`src/rtl/imem_loader.sv`:
```
// Streams words into instruction memory from address 0 with the core held in reset; writes land one cycle after acceptance.
// s_ready_o is high only in LOAD and never depends on s_valid_i; the core is released the cycle after done_o.
module imem_loader #(
  parameter int DATAWIDTH = 32,
  parameter int NUMWORDS  = 32,
  parameter int ADDRWIDTH = $clog2(NUMWORDS)
) (
  input  logic                 clk_i,
  input  logic                 rst_i,
  input  logic                 start_i,
  input  logic [ADDRWIDTH:0]   len_i,
  input  logic                 s_valid_i,
  input  logic [DATAWIDTH-1:0] s_data_i,
  output logic                 s_ready_o,
  output logic                 mem_we_o,
  output logic [ADDRWIDTH-1:0] mem_waddr_o,
  output logic [DATAWIDTH-1:0] mem_wdata_o,
  output logic                 cpu_rst_o,
  output logic                 busy_o,
  output logic                 done_o,
  output logic [DATAWIDTH-1:0] checksum_o
);

  typedef enum logic [1:0] {S_IDLE, S_LOAD, S_DONE, S_RUN} state_t;

  localparam logic [ADDRWIDTH:0] LEN_MAX = (ADDRWIDTH+1)'(NUMWORDS);

  state_t               r_state;
  state_t               w_state_nxt;
  logic [ADDRWIDTH:0]   r_len;
  logic [ADDRWIDTH:0]   r_cnt;
  logic [ADDRWIDTH:0]   w_len_clamped;
  logic [ADDRWIDTH:0]   w_cnt_inc;
  logic                 w_start;
  logic                 w_accept;
  logic                 r_we;
  logic [ADDRWIDTH-1:0] r_waddr;
  logic [DATAWIDTH-1:0] r_wdata;
  logic [DATAWIDTH-1:0] r_checksum;

  // start is only honoured while no load is in flight
  assign w_start       = start_i && ((r_state == S_IDLE) || (r_state == S_RUN));
  assign w_accept      = s_valid_i && (r_state == S_LOAD);
  assign w_len_clamped = (len_i > LEN_MAX) ? LEN_MAX : len_i;
  assign w_cnt_inc     = r_cnt + 1'b1;

  always_ff @(posedge clk_i or negedge rst_i) begin
    if (!rst_i) begin
      r_state <= S_IDLE;
    end else begin
      r_state <= w_state_nxt;
    end
  end

  always_comb begin
    w_state_nxt = r_state;
    case (r_state)
      S_IDLE, S_RUN: begin
        if (w_start) begin
          w_state_nxt = (w_len_clamped == '0) ? S_DONE : S_LOAD;
        end
      end
      S_LOAD: begin
        if (w_accept && (w_cnt_inc == r_len)) begin
          w_state_nxt = S_DONE;
        end
      end
      S_DONE:  w_state_nxt = S_RUN;
      default: w_state_nxt = S_IDLE;
    endcase
  end

  always_comb begin
    s_ready_o = (r_state == S_LOAD);
    busy_o    = (r_state == S_LOAD);
    done_o    = (r_state == S_DONE);
    cpu_rst_o = (r_state != S_RUN);
  end

  always_ff @(posedge clk_i or negedge rst_i) begin
    if (!rst_i) begin
      r_len      <= '0;
      r_cnt      <= '0;
      r_we       <= 1'b0;
      r_waddr    <= '0;
      r_wdata    <= '0;
      r_checksum <= '0;
    end else begin
      r_we <= w_accept;
      if (w_start) begin
        r_len      <= w_len_clamped;
        r_cnt      <= '0;
        r_checksum <= '0;
      end else if (w_accept) begin
        r_waddr    <= r_cnt[ADDRWIDTH-1:0];
        r_wdata    <= s_data_i;
        r_checksum <= r_checksum + s_data_i;
        r_cnt      <= w_cnt_inc;
      end
    end
  end

  assign mem_we_o    = r_we;
  assign mem_waddr_o = r_waddr;
  assign mem_wdata_o = r_wdata;
  assign checksum_o  = r_checksum;

endmodule

```
`config.mk`:
```
export PLATFORM = sky130hd
export DESIGN_NAME = imem_loader
export DESIGN_NICKNAME = d
export VERILOG_FILES = /design/src/rtl/imem_loader.sv
export SDC_FILE = /design/constraint.sdc
export NUM_CORES = 1
export LEC_CHECK = 0
export BUFFER_PORTS_ARGS = -buffer_cell sky130_fd_sc_hd__buf_2
export CAP_MARGIN = 10
export CORE_MARGIN = 1
export CORE_UTILIZATION = 55
export CTS_CLUSTER_DIAMETER = 30
export DETAILED_ROUTE_END_ITERATION = 7
export PLACE_DENSITY = 0.89
export SYNTH_ARGS = -nofsm -noshare
export SYNTH_HDL_FRONTEND = slang
export SYNTH_SLANG_ARGS = --single-unit
```
`constraint.sdc`:
```
create_clock -name clk_i -period 5.09 [get_ports clk_i]
set_clock_uncertainty 0.05 [all_clocks]
set_input_delay 0.509 -clock clk_i [delete_from_list [all_inputs] [get_ports clk_i]]
set_output_delay 0.509 -clock clk_i [all_outputs]
set_load 0.1 [all_outputs]
```
==> metrics.md, run 1 <==
| Metric | Value |
|---|---|
| Syn. warnings | `0` |
| Number of global-route vias before repair | `4,667` |
| Critical path class | `reg -> reg` |
| Cell count after synthesis | `611` |
| Outcome | `completed` |
| Max-Slew Margin vs Limit | `0.295` |
| Number of failing hold endpoints at the final stage | `0` |
| Maxcap violations | `0` |
| Ports placed on the boundary | `116` |
| Post-cts gate resize count | `0` |
| Final clock period utilization by the worst path | `0.612` |
| Worst hold path type | `in -> async` |
| Met1 WL | `5650 um` |
| Largest fanout on the critical path | `6` |
| Clock-pin slew on the worst setup and hold paths | `0.09 ns` |
| Post-synthesis sequential area ratio | `0.407` |
| Post-synthesis net count | `689` |
| Max Freq | `0.321 GHz` |
| All-layer global routing usage | `0.280` |
| Minimum clock period after layout | `3.12 ns` |
| WP data arrival | `3.32 ns` |
| DRC violation total after the first TritonRoute iteration | `307` |
| Routed vias/inst | `5.85` |
| Leading cell types in the layout, fill and taps excluded | `sky130_fd_sc_hd__nand2_1, sky130_fd_sc_hd__buf_2, sky130_fd_sc_hd__dfrtp_1` |
| Die Outline Area | `0.00978 mm2` |
| Cts bufs inserted | `9` |
| Max-slew violation count | `0` |
| Bufs on Longest Clock Path | `2` |
| IO buf count | `115` |
| Clk sink count | `84` |
| TritonCTS clock tree | `done` |
| Async SR Flop Fraction | `1.00` |
| RD Place Congestion | `0.867` |
| Die boundary width | `98.9 um` |
| Insertion delay to the later sink of the worst-skew pair | `0.36 ns` |
| CTS HTree Levels | `3` |
| Total via count in the routed design | `4,838` |
| Number of antenna violations at the first check in global routing | `0` |
| Dpl hpwl | `9150 um` |
| Global-route wire length before repair | `21,900 um` |
| Instance area at placement | `0.00581 mm2` |
| Detailed-router iteration count before antenna repair | `5` |
| DIE HEIGHT | `98.9 um` |
| Mapped Avg Cell Area | `8.45 um2` |
| Starting Density | `0.581` |
| Wire length on met2 | `6520 um` |
| Hold WS | `0.288 ns` |
| Cts-stage hold buffer count | `0` |
| Std-Cell Rows | `34` |
| Total setup violations reported at the end of the flow | `0` |
| Standard cell core area | `0.00889 mm2` |
| Type of destination of the critical path | `register` |
| Required @ worst endpoint | `5.29 ns` |
| Routed wire length on met3 | `641 um` |
| Total detailed-routing wirelength | `13,100 um` |
| Total Negative Setup Slacks | `0 ns` |
| Maximum number of pins on one net before global-route repair | `85` |
| Unrepaired setup endpoints after global routing | `false` |
| Remaining Overflow, GRT | `0` |
| Detail-routed net length per standard cell | `15.9 um` |
| Count of distinct cell types in the synthesized netlist | `57` |
| Most common cell after layout, fill and taps aside | `sky130_fd_sc_hd__nand2_1` |
| Final layout net count | `793` |
| Number of enable flip-flop cells after synthesis | `0` |
| Number of flip-flops and latches in the synthesized netlist | `84` |
| Layout overhead on the synthesized area | `15.6%` |
| Post-route ant nets | `0` |
| Non-filler instance count after layout | `827` |
| Top_reg_cell synth | `sky130_fd_sc_hd__dfrtp_1` |
| Element type at the critical path start | `register` |
| Diodes inserted | `0` |
| CTS Root Cell | `sky130_fd_sc_hd__clkbuf_8` |
| Post-CTS repair timing setup buffer count | `0` |
| Slew @ Worst Pin | `1.06 ns` |
| Number of instances in the placed design | `812` |
| Number of remaining DRC errors | `0` |
| Top metal layer carrying routed signals | `met4` |
| Share of post-route cells with drive strength above 1 | `0.200` |
| Total non-filler cell area in the finished layout | `0.00597 mm2` |
| Synthesized area | `0.00516 mm2` |
## flip-flops by register name (all words and copies together) (netlist names)
name / cells
r_state: 2
r_len: 6
mem_we_o: 1
checksum_o: 32
mem_wdata_o: 32
r_cnt: 6
mem_waddr_o: 5
## logic make-up (layout without fill, tap and decap cells)
logic type               Yosys count  in the layout  synth area share
flip-flops                        84             84             0.407
XOR/XNOR                          30             30            0.0509
adder cells (fa/ha/maj)           36             36            0.0887
AO/OA/AOI/OAI                    140            140             0.185
AND/OR/NAND/NOR                  272            272             0.228
buffers and inverters             46            154            0.0344
multiplexers                       3              3           0.00582
## routing by layer
metal	GRT usage	up-vias
met5	0	-
met2	0.469	187
li1	-	2312
met1	0.364	2297
met3	0.0461	42
met4	0.110	0
## path summary, 6_finish.rpt
path | from | endpoint | slack (ns) | depth (start not counted)
min in group clk_i | s_data_i[25] | mem_wdata_o[25] | 0.31 | 3
setup / recovery | checksum_o[0] | checksum_o[26] | 1.97 | 10
hold / removal | rst_i | mem_wdata_o[7] | 0.29 | 1
max in group asynchronous | rst_i | checksum_o[29] | 4.03 | 1
setup reg to reg | checksum_o[0] | checksum_o[26] | 1.97 | 10
hold reg to reg | mem_wdata_o[20] | mem_wdata_o[20] | 0.42 | 2
## worst max-delay path: stages (launching register included)
cell and delay, ns:
sky130_fd_sc_hd__dfrtp_1 0.40, sky130_fd_sc_hd__ha_1 0.22, sky130_fd_sc_hd__fa_1 0.42, sky130_fd_sc_hd__a21oi_1 0.29, sky130_fd_sc_hd__o211ai_1 0.17, sky130_fd_sc_hd__and3_1 0.17
sky130_fd_sc_hd__o21ai_1 0.25, sky130_fd_sc_hd__a41o_1 0.37, sky130_fd_sc_hd__o21ai_1 0.14, sky130_fd_sc_hd__a2111o_1 0.42, sky130_fd_sc_hd__o311ai_0 0.10
## synthesized netlist by cell type (2+ instances only)
cell type / number / area share
sky130_fd_sc_hd__o211a_1: 2 / 0.0039
sky130_fd_sc_hd__nand3_1: 15 / 0.015
sky130_fd_sc_hd__xnor2_1: 19 / 0.032
sky130_fd_sc_hd__nand3b_1: 6 / 0.0087
sky130_fd_sc_hd__a31oi_1: 5 / 0.0061
sky130_fd_sc_hd__o21bai_1: 8 / 0.012
sky130_fd_sc_hd__nand2_1: 184 / 0.13
sky130_fd_sc_hd__and2_1: 2 / 0.0024
sky130_fd_sc_hd__ha_1: 35 / 0.085
sky130_fd_sc_hd__mux2i_1: 3 / 0.0058
sky130_fd_sc_hd__dfrtp_1: 84 / 0.41
sky130_fd_sc_hd__o211ai_1: 4 / 0.0058
sky130_fd_sc_hd__and4_1: 2 / 0.0034
sky130_fd_sc_hd__o21ai_0: 20 / 0.019
sky130_fd_sc_hd__a211o_1: 2 / 0.0034
sky130_fd_sc_hd__clkbuf_1: 24 / 0.017
sky130_fd_sc_hd__inv_1: 19 / 0.014
sky130_fd_sc_hd__a21oi_1: 58 / 0.056
sky130_fd_sc_hd__nor3_1: 7 / 0.0068
sky130_fd_sc_hd__nor4b_1: 2 / 0.0034
sky130_fd_sc_hd__and3_4: 2 / 0.0044
sky130_fd_sc_hd__a21boi_0: 2 / 0.0029
sky130_fd_sc_hd__a21o_1: 15 / 0.022
sky130_fd_sc_hd__o21ai_1: 2 / 0.0019
sky130_fd_sc_hd__xor2_1: 11 / 0.019
sky130_fd_sc_hd__nand4_1: 3 / 0.0036
sky130_fd_sc_hd__o221ai_1: 2 / 0.0034
sky130_fd_sc_hd__a211oi_1: 3 / 0.0044
sky130_fd_sc_hd__nor2_1: 29 / 0.021
sky130_fd_sc_hd__nor3b_1: 2 / 0.0029
sky130_fd_sc_hd__and3_1: 7 / 0.0085
sky130_fd_sc_hd__nor4_1: 5 / 0.0061
sky130_fd_sc_hd__o41ai_1: 3 / 0.0051
## stage by stage
stage | util | setup slack [ns]
after CTS | 0.671 | 1.99
after detailed placement | 0.653 | 1.86
after global placement | 0.653 | 1.93
after global routing | 0.671 | 1.78
final | 0.671 | 1.97
after floorplan | - | 1.92
## final cells by class
cell class,instances,area [um2]
fillers,729,2920
multi-input cells,481,2890
inverters,19,71.3
clock inverters,4,27.5
repair buffers,120,616
well taps,108,135
clock buffers,11,131
flip-flops and latches,84,2100
Power of run 1 is not shown: default switching activity piles up to over one toggle a cycle in this logic, so the estimate is an artifact.
==> run 2: changes to the inputs <==
==> constraint.sdc (replaced) <==
create_clock -name clk_i -period 3.2 [get_ports clk_i]
set_clock_uncertainty 0.05 [all_clocks]
set_input_delay 0.32 -clock clk_i [delete_from_list [all_inputs] [get_ports clk_i]]
set_output_delay 0.32 -clock clk_i [all_outputs]
set_load 0.1 [all_outputs]
==> metrics.md, run 2 (synthesis gave the netlist of run 1 again) <==
| Metric | Value |
|---|---|
| Std-Cell Rows | `34 (unchanged)` |
| Unrepaired setup endpoints after global routing | `false` |
| Number of remaining DRC errors | `0 (unchanged)` |
| Layout overhead on the synthesized area | `17.7%` |
| Critical path class | `reg -> reg` |
| Bufs on Longest Clock Path | `2 (unchanged)` |
| Die boundary width | `98.9 um (unchanged)` |
| Die Outline Area | `0.00978 mm2 (unchanged)` |
| Dpl hpwl | `9760 um (+6.7%)` |
| Routed vias/inst | `5.87 (+0.36%)` |
| Standard cell core area | `0.00889 mm2 (unchanged)` |
| DIE HEIGHT | `98.9 um (unchanged)` |
| Slowest stage cell, crit path | `sky130_fd_sc_hd__fa_1` |
| Most common cell after layout, fill and taps aside | `sky130_fd_sc_hd__nand2_1` |
| Number of failing hold endpoints at the final stage | `0 (unchanged)` |
| Required @ worst endpoint | `3.41 ns (-1.88 ns)` |
| RD Place Congestion | `0.910 (+5.0%)` |
| Cts bufs inserted | `9 (unchanged)` |
| Max-slew violation count | `0 (unchanged)` |
| Insertion delay to the later sink of the worst-skew pair | `0.37 ns (about the same)` |
| Total setup violations reported at the end of the flow | `0 (unchanged)` |
| Most numerous cell on the critical path | `sky130_fd_sc_hd__o21ai_1` |
| Final layout net count | `797 (+0.50%)` |
| Element type at the critical path start | `register` |
| Global-route wire length before repair | `22,600 um (+3.1%)` |
| Clock-pin slew on the worst setup and hold paths | `0.10 ns (about the same)` |
| Leading cell types in the layout, fill and taps excluded | `sky130_fd_sc_hd__nand2_1, sky130_fd_sc_hd__buf_2, sky130_fd_sc_hd__dfrtp_1` |
| Post-CTS repair timing setup buffer count | `0 (unchanged)` |
| All-layer global routing usage | `0.290 (+0.0100)` |
| Max Freq | `0.346 GHz (+7.9%)` |
| Type of destination of the critical path | `register` |
| Ports placed on the boundary | `116 (unchanged)` |
| Maxcap violations | `0 (unchanged)` |
| CTS Root Cell | `sky130_fd_sc_hd__clkbuf_8` |
| Total via count in the routed design | `4,885 (+0.97%)` |
| Minimum clock period after layout | `2.89 ns (-0.227 ns)` |
| Total Negative Setup Slacks | `0 ns (unchanged)` |
| Cts-stage hold buffer count | `0 (unchanged)` |
| Post-route ant nets | `0 (unchanged)` |
| Diodes inserted | `0 (unchanged)` |
| Final clock period utilization by the worst path | `0.903 (+0.291)` |
| Starting Density | `0.581 (unchanged)` |
| DP Worst Slack | `0.278 ns (-1.58 ns)` |
| Number of antenna violations at the first check in global routing | `0 (unchanged)` |
| Post-cts gate resize count | `0 (unchanged)` |
| Worst hold path type | `in -> async` |
| Maximum cell stage delay along the critical path | `0.42 ns (about the same)` |
| DRC violation total after the first TritonRoute iteration | `243 (-21%)` |
| Largest fanout on the critical path | `3 (-3)` |
| WP data arrival | `3.10 ns (-0.22 ns)` |
| Detail-routed net length per standard cell | `16.3 um (+3.0%)` |
| Max-Slew Margin vs Limit | `0.299 (+0.00359)` |
| Total detailed-routing wirelength | `13,600 um (+3.6%)` |
| Met1 WL | `5930 um (+5.1%)` |
| Outcome | `completed` |
| Slew @ Worst Pin | `1.05 ns (-0.00538 ns)` |
| Routed wire length on met3 | `675 um (+5.3%)` |
| Detailed-router iteration count before antenna repair | `5 (unchanged)` |
| Cell-by-cell listing of the critical path | `ha_1 -> fa_1 -> a21oi_1 -> o211ai_1 -> and3_1 -> o21ai_1 -> a41o_1 -> o21ai_1 -> a2111o_1 -> o311ai_0` |
| CTS HTree Levels | `3 (unchanged)` |
| IO buf count | `115 (unchanged)` |
| Remaining Overflow, GRT | `0 (unchanged)` |
| Wire length on met2 | `6720 um (+3.1%)` |
| Maximum number of pins on one net before global-route repair | `85 (unchanged)` |
| Clk sink count | `84 (unchanged)` |
| TritonCTS clock tree | `done` |
| Share of post-route cells with drive strength above 1 | `0.209 (+0.00829)` |
| Number of global-route vias before repair | `4,804 (+2.9%)` |
| Top metal layer carrying routed signals | `met4` |
| Worst setup margin | `0.310 ns (-1.66 ns)` |
[run 2: cell types whose count changed in the layout (fill, tap and decap cells not counted), sizes merged]
cell / previous run / this run
clkbuf: 11 / 9
clkinvlp: 3 / 1
bufinv: 0 / 2
clkinv: 1 / 2
inv: 19 / 21
buf: 120 / 124
[run 2: worst paths after layout]
kind                                 from              end  slack [ns]  cells after the start
max in group asynchronous           rst_i   checksum_o[21]        2.34                      1
hold reg to reg            mem_wdata_o[5]   mem_wdata_o[5]        0.43                      2
setup / recovery            checksum_o[0]   checksum_o[26]        0.31                     10
hold / removal                      rst_i   mem_wdata_o[9]        0.09                      1
min in group clk_i           s_data_i[25]  mem_wdata_o[25]        0.10                      3
setup reg to reg            checksum_o[0]   checksum_o[26]        0.31                     10
[run 2: through the flow]
step | utilization | cell area, um2 | cells | hold WS (ns)
4_1_cts | 0.683 | 6070 | 832 | 0.0979
3_5_place_dp | 0.658 | 5850 | 816 | 0.407
5_1_grt | 0.683 | 6070 | 832 | 0.116
2_1_floorplan | - | 5160 | 611 | -0.0256
6_report | 0.683 | 6070 | 832 | 0.0895
3_3_place_gp | 0.658 | 5850 | 816 | 0.401
[run 2: cell type report]
type	instances	area [um2]
fillers	714	2820
clock buffers	9	124
clock inverters	7	98.8
inverters	19	71.3
well taps	108	135
flip-flops and latches	84	2100
repair buffers	124	658
multi-input cells	481	2890
[run 2: per-layer routing]
layer	global-route usage	vias up
met3	0.0496	25
li1	-	2325
met2	0.501	179
met5	0	-
met4	0.0896	0
met1	0.372	2356
[run 2: critical path: cells and delay by family, from the launching register on]
family | cells | cell delay (ns)
and+or+nand+nor | 1 | 0.17
adders and majority gates | 2 | 0.64
DFF | 1 | 0.41
AOI/OAI and AO/OA | 7 | 1.54
Power of run 2 is left out for the same reason.
==> run 3: changes to the inputs <==
--- a/config.mk
+++ b/config.mk
@@ -9,9 +9,10 @@
 export CAP_MARGIN = 10
 export CORE_MARGIN = 1
 export CORE_UTILIZATION = 55
+export CTS_BUF_LIST = sky130_fd_sc_hd__clkbuf_8
 export CTS_CLUSTER_DIAMETER = 30
 export DETAILED_ROUTE_END_ITERATION = 7
-export PLACE_DENSITY = 0.89
+export PLACE_DENSITY = 0.81
 export SYNTH_ARGS = -nofsm -noshare
 export SYNTH_HDL_FRONTEND = slang
 export SYNTH_SLANG_ARGS = --single-unit
==> metrics.md, run 3 (synthesis gave the netlist of run 1 again) <==
| Metric | Value |
|---|---|
| Max-slew violation count | `0 (unchanged)` |
| Area of combinational cells with multiple inputs | `0.00289 mm2 (about the same)` |
| Element type at the critical path start | `register` |
| Final layout net count | `797 (unchanged)` |
| Leading cell types in the layout, fill and taps excluded | `sky130_fd_sc_hd__nand2_1, sky130_fd_sc_hd__buf_2, sky130_fd_sc_hd__dfrtp_1` |
| Critical path class | `reg -> reg` |
| Cts-stage hold buffer count | `0 (unchanged)` |
| Total setup violations reported at the end of the flow | `0 (unchanged)` |
| Max-Slew Margin vs Limit | `0.287 (-0.0117)` |
| DRC violation total after the first TritonRoute iteration | `171 (-30%)` |
| DIE HEIGHT | `98.9 um (unchanged)` |
| CTS HTree Levels | `3 (unchanged)` |
| Slew @ Worst Pin | `1.07 ns (+0.0176 ns)` |
| Total detailed-routing wirelength | `13,000 um (-4.6%)` |
| Total Negative Setup Slacks | `0 ns (unchanged)` |
| Maximum number of pins on one net before global-route repair | `85 (unchanged)` |
| CTS Root Cell | `sky130_fd_sc_hd__clkbuf_8` |
| Unrepaired setup endpoints after global routing | `false` |
| Final clock period utilization by the worst path | `0.912 (+0.00853)` |
| Diodes inserted | `0 (unchanged)` |
| Clock-pin slew on the worst setup and hold paths | `0.09 ns (about the same)` |
| Largest fanout on the critical path | `3 (unchanged)` |
| CP bufs+invs | `0 (unchanged)` |
| IO buf count | `115 (unchanged)` |
| Share of post-route cells with drive strength above 1 | `0.209 (+0.000288)` |
| Clk sink count | `84 (unchanged)` |
| Detailed-router iteration count before antenna repair | `4 (-1)` |
| Slowest stage cell, crit path | `sky130_fd_sc_hd__fa_1` |
| Remaining Overflow, GRT | `0 (unchanged)` |
| Die boundary width | `98.9 um (unchanged)` |
| Most numerous cell on the critical path | `sky130_fd_sc_hd__o21ai_1` |
| Maximum cell stage delay along the critical path | `0.42 ns (about the same)` |
| WP data arrival | `3.11 ns (about the same)` |
| Post-CTS repair timing setup buffer count | `0 (unchanged)` |
| Global-route wire length before repair | `21,900 um (-2.9%)` |
| Insertion delay to the later sink of the worst-skew pair | `0.36 ns (about the same)` |
| RD Place Congestion | `0.873 (-4.0%)` |
| Die Outline Area | `0.00978 mm2 (unchanged)` |
| Number of remaining DRC errors | `0 (unchanged)` |
| Post-route ant nets | `0 (unchanged)` |
| Post-cts gate resize count | `0 (unchanged)` |
| Sequential standard cell area | `0.00210 mm2 (unchanged)` |
| Total via count in the routed design | `4,701 (-3.8%)` |
| Cell-by-cell listing of the critical path | `ha_1 -> fa_1 -> a21oi_1 -> o211ai_1 -> and3_1 -> o21ai_1 -> a41o_1 -> o21ai_1 -> a2111o_1 -> o311ai_0` |
| Count of fill cells added during filler insertion | `749 (+4.9%)` |
| Routed vias/inst | `5.66 (-3.7%)` |
| Family with the most delay on the worst path | `compound AO/OA/AOI/OAI gates` |
| Dpl hpwl | `9370 um (-4.0%)` |
| Number of global-route vias before repair | `4,723 (-1.7%)` |
| All-layer global routing usage | `0.276 (-0.0140)` |
| Detail-routed net length per standard cell | `15.6 um (-4.5%)` |
| Required @ worst endpoint | `3.39 ns (-0.02 ns)` |
| Bufs on Longest Clock Path | `2 (unchanged)` |
| Post-Route Utilization | `0.681 (-0.00253)` |
| TritonCTS clock tree | `done` |
| Maxcap violations | `0 (unchanged)` |
| Most common cell after layout, fill and taps aside | `sky130_fd_sc_hd__nand2_1` |
| Cts bufs inserted | `9 (unchanged)` |
| Standard cell core area | `0.00889 mm2 (unchanged)` |
| Layout overhead on the synthesized area | `17.2%` |
| Number of antenna violations at the first check in global routing | `0 (unchanged)` |
| Outcome | `completed` |
| Starting Density | `0.581 (unchanged)` |
| Number of failing hold endpoints at the final stage | `0 (unchanged)` |
| Ports placed on the boundary | `116 (unchanged)` |
| Minimum clock period after layout | `2.92 ns (+0.0273 ns)` |
| Max Freq | `0.343 GHz (-0.94%)` |
| Worst hold path type | `in -> async` |
| Type of destination of the critical path | `register` |
| Std-Cell Rows | `34 (unchanged)` |
## run 3: stage by stage
step	cells	hold WS, ns	instance area (um2)	worst slack (ns)
after CTS	831	0.108	6050	0.314
after floorplan	611	-0.0256	5160	0.0273
after detailed placement	816	0.407	5840	0.278
after global routing	831	0.128	6050	0.123
after global placement	816	0.401	5840	0.323
final	831	0.0657	6050	0.283
## run 3: path summary, 6_finish.rpt
kind / from / end / slack [ns] / depth (start not counted)
max in group asynchronous: rst_i / checksum_o[27] / 2.31 / 1
max reg2reg: checksum_o[0] / checksum_o[26] / 0.28 / 10
min reg2reg: mem_wdata_o[11] / mem_wdata_o[11] / 0.42 / 2
min in group clk_i: s_data_i[12] / mem_wdata_o[12] / 0.12 / 3
min: rst_i / mem_wdata_o[15] / 0.07 / 1
max: checksum_o[0] / checksum_o[26] / 0.28 / 10
## run 3: worst reg2reg max path, cell delays in order, from the launching register on
cell and delay, ns:
sky130_fd_sc_hd__dfrtp_1 0.41, sky130_fd_sc_hd__ha_1 0.22, sky130_fd_sc_hd__fa_1 0.42, sky130_fd_sc_hd__a21oi_1 0.26, sky130_fd_sc_hd__o211ai_1 0.16, sky130_fd_sc_hd__and3_1 0.17
sky130_fd_sc_hd__o21ai_1 0.24, sky130_fd_sc_hd__a41o_1 0.25, sky130_fd_sc_hd__o21ai_1 0.11, sky130_fd_sc_hd__a2111o_1 0.41, sky130_fd_sc_hd__o311ai_0 0.10
## run 3: routing by layer
layer	global-route usage	vias to the layer above	part of all wire
li1	-	2319	-
met1	0.369	2217	0.46
met2	0.449	147	0.47
met3	0.0461	18	0.050
met4	0.109	0	0.018
met5	0	-	0
## run 3: layout make-up
type	count	area share
Sequential cell	84	0.347
Clock inverter	3	0.00744
Clock buffer	12	0.0273
Multi-Input combinational cell	481	0.477
Tap cell	108	0.0223
Inverter	19	0.0118
Timing Repair Buffer	124	0.107
Power of run 3 is left out for the same reason.
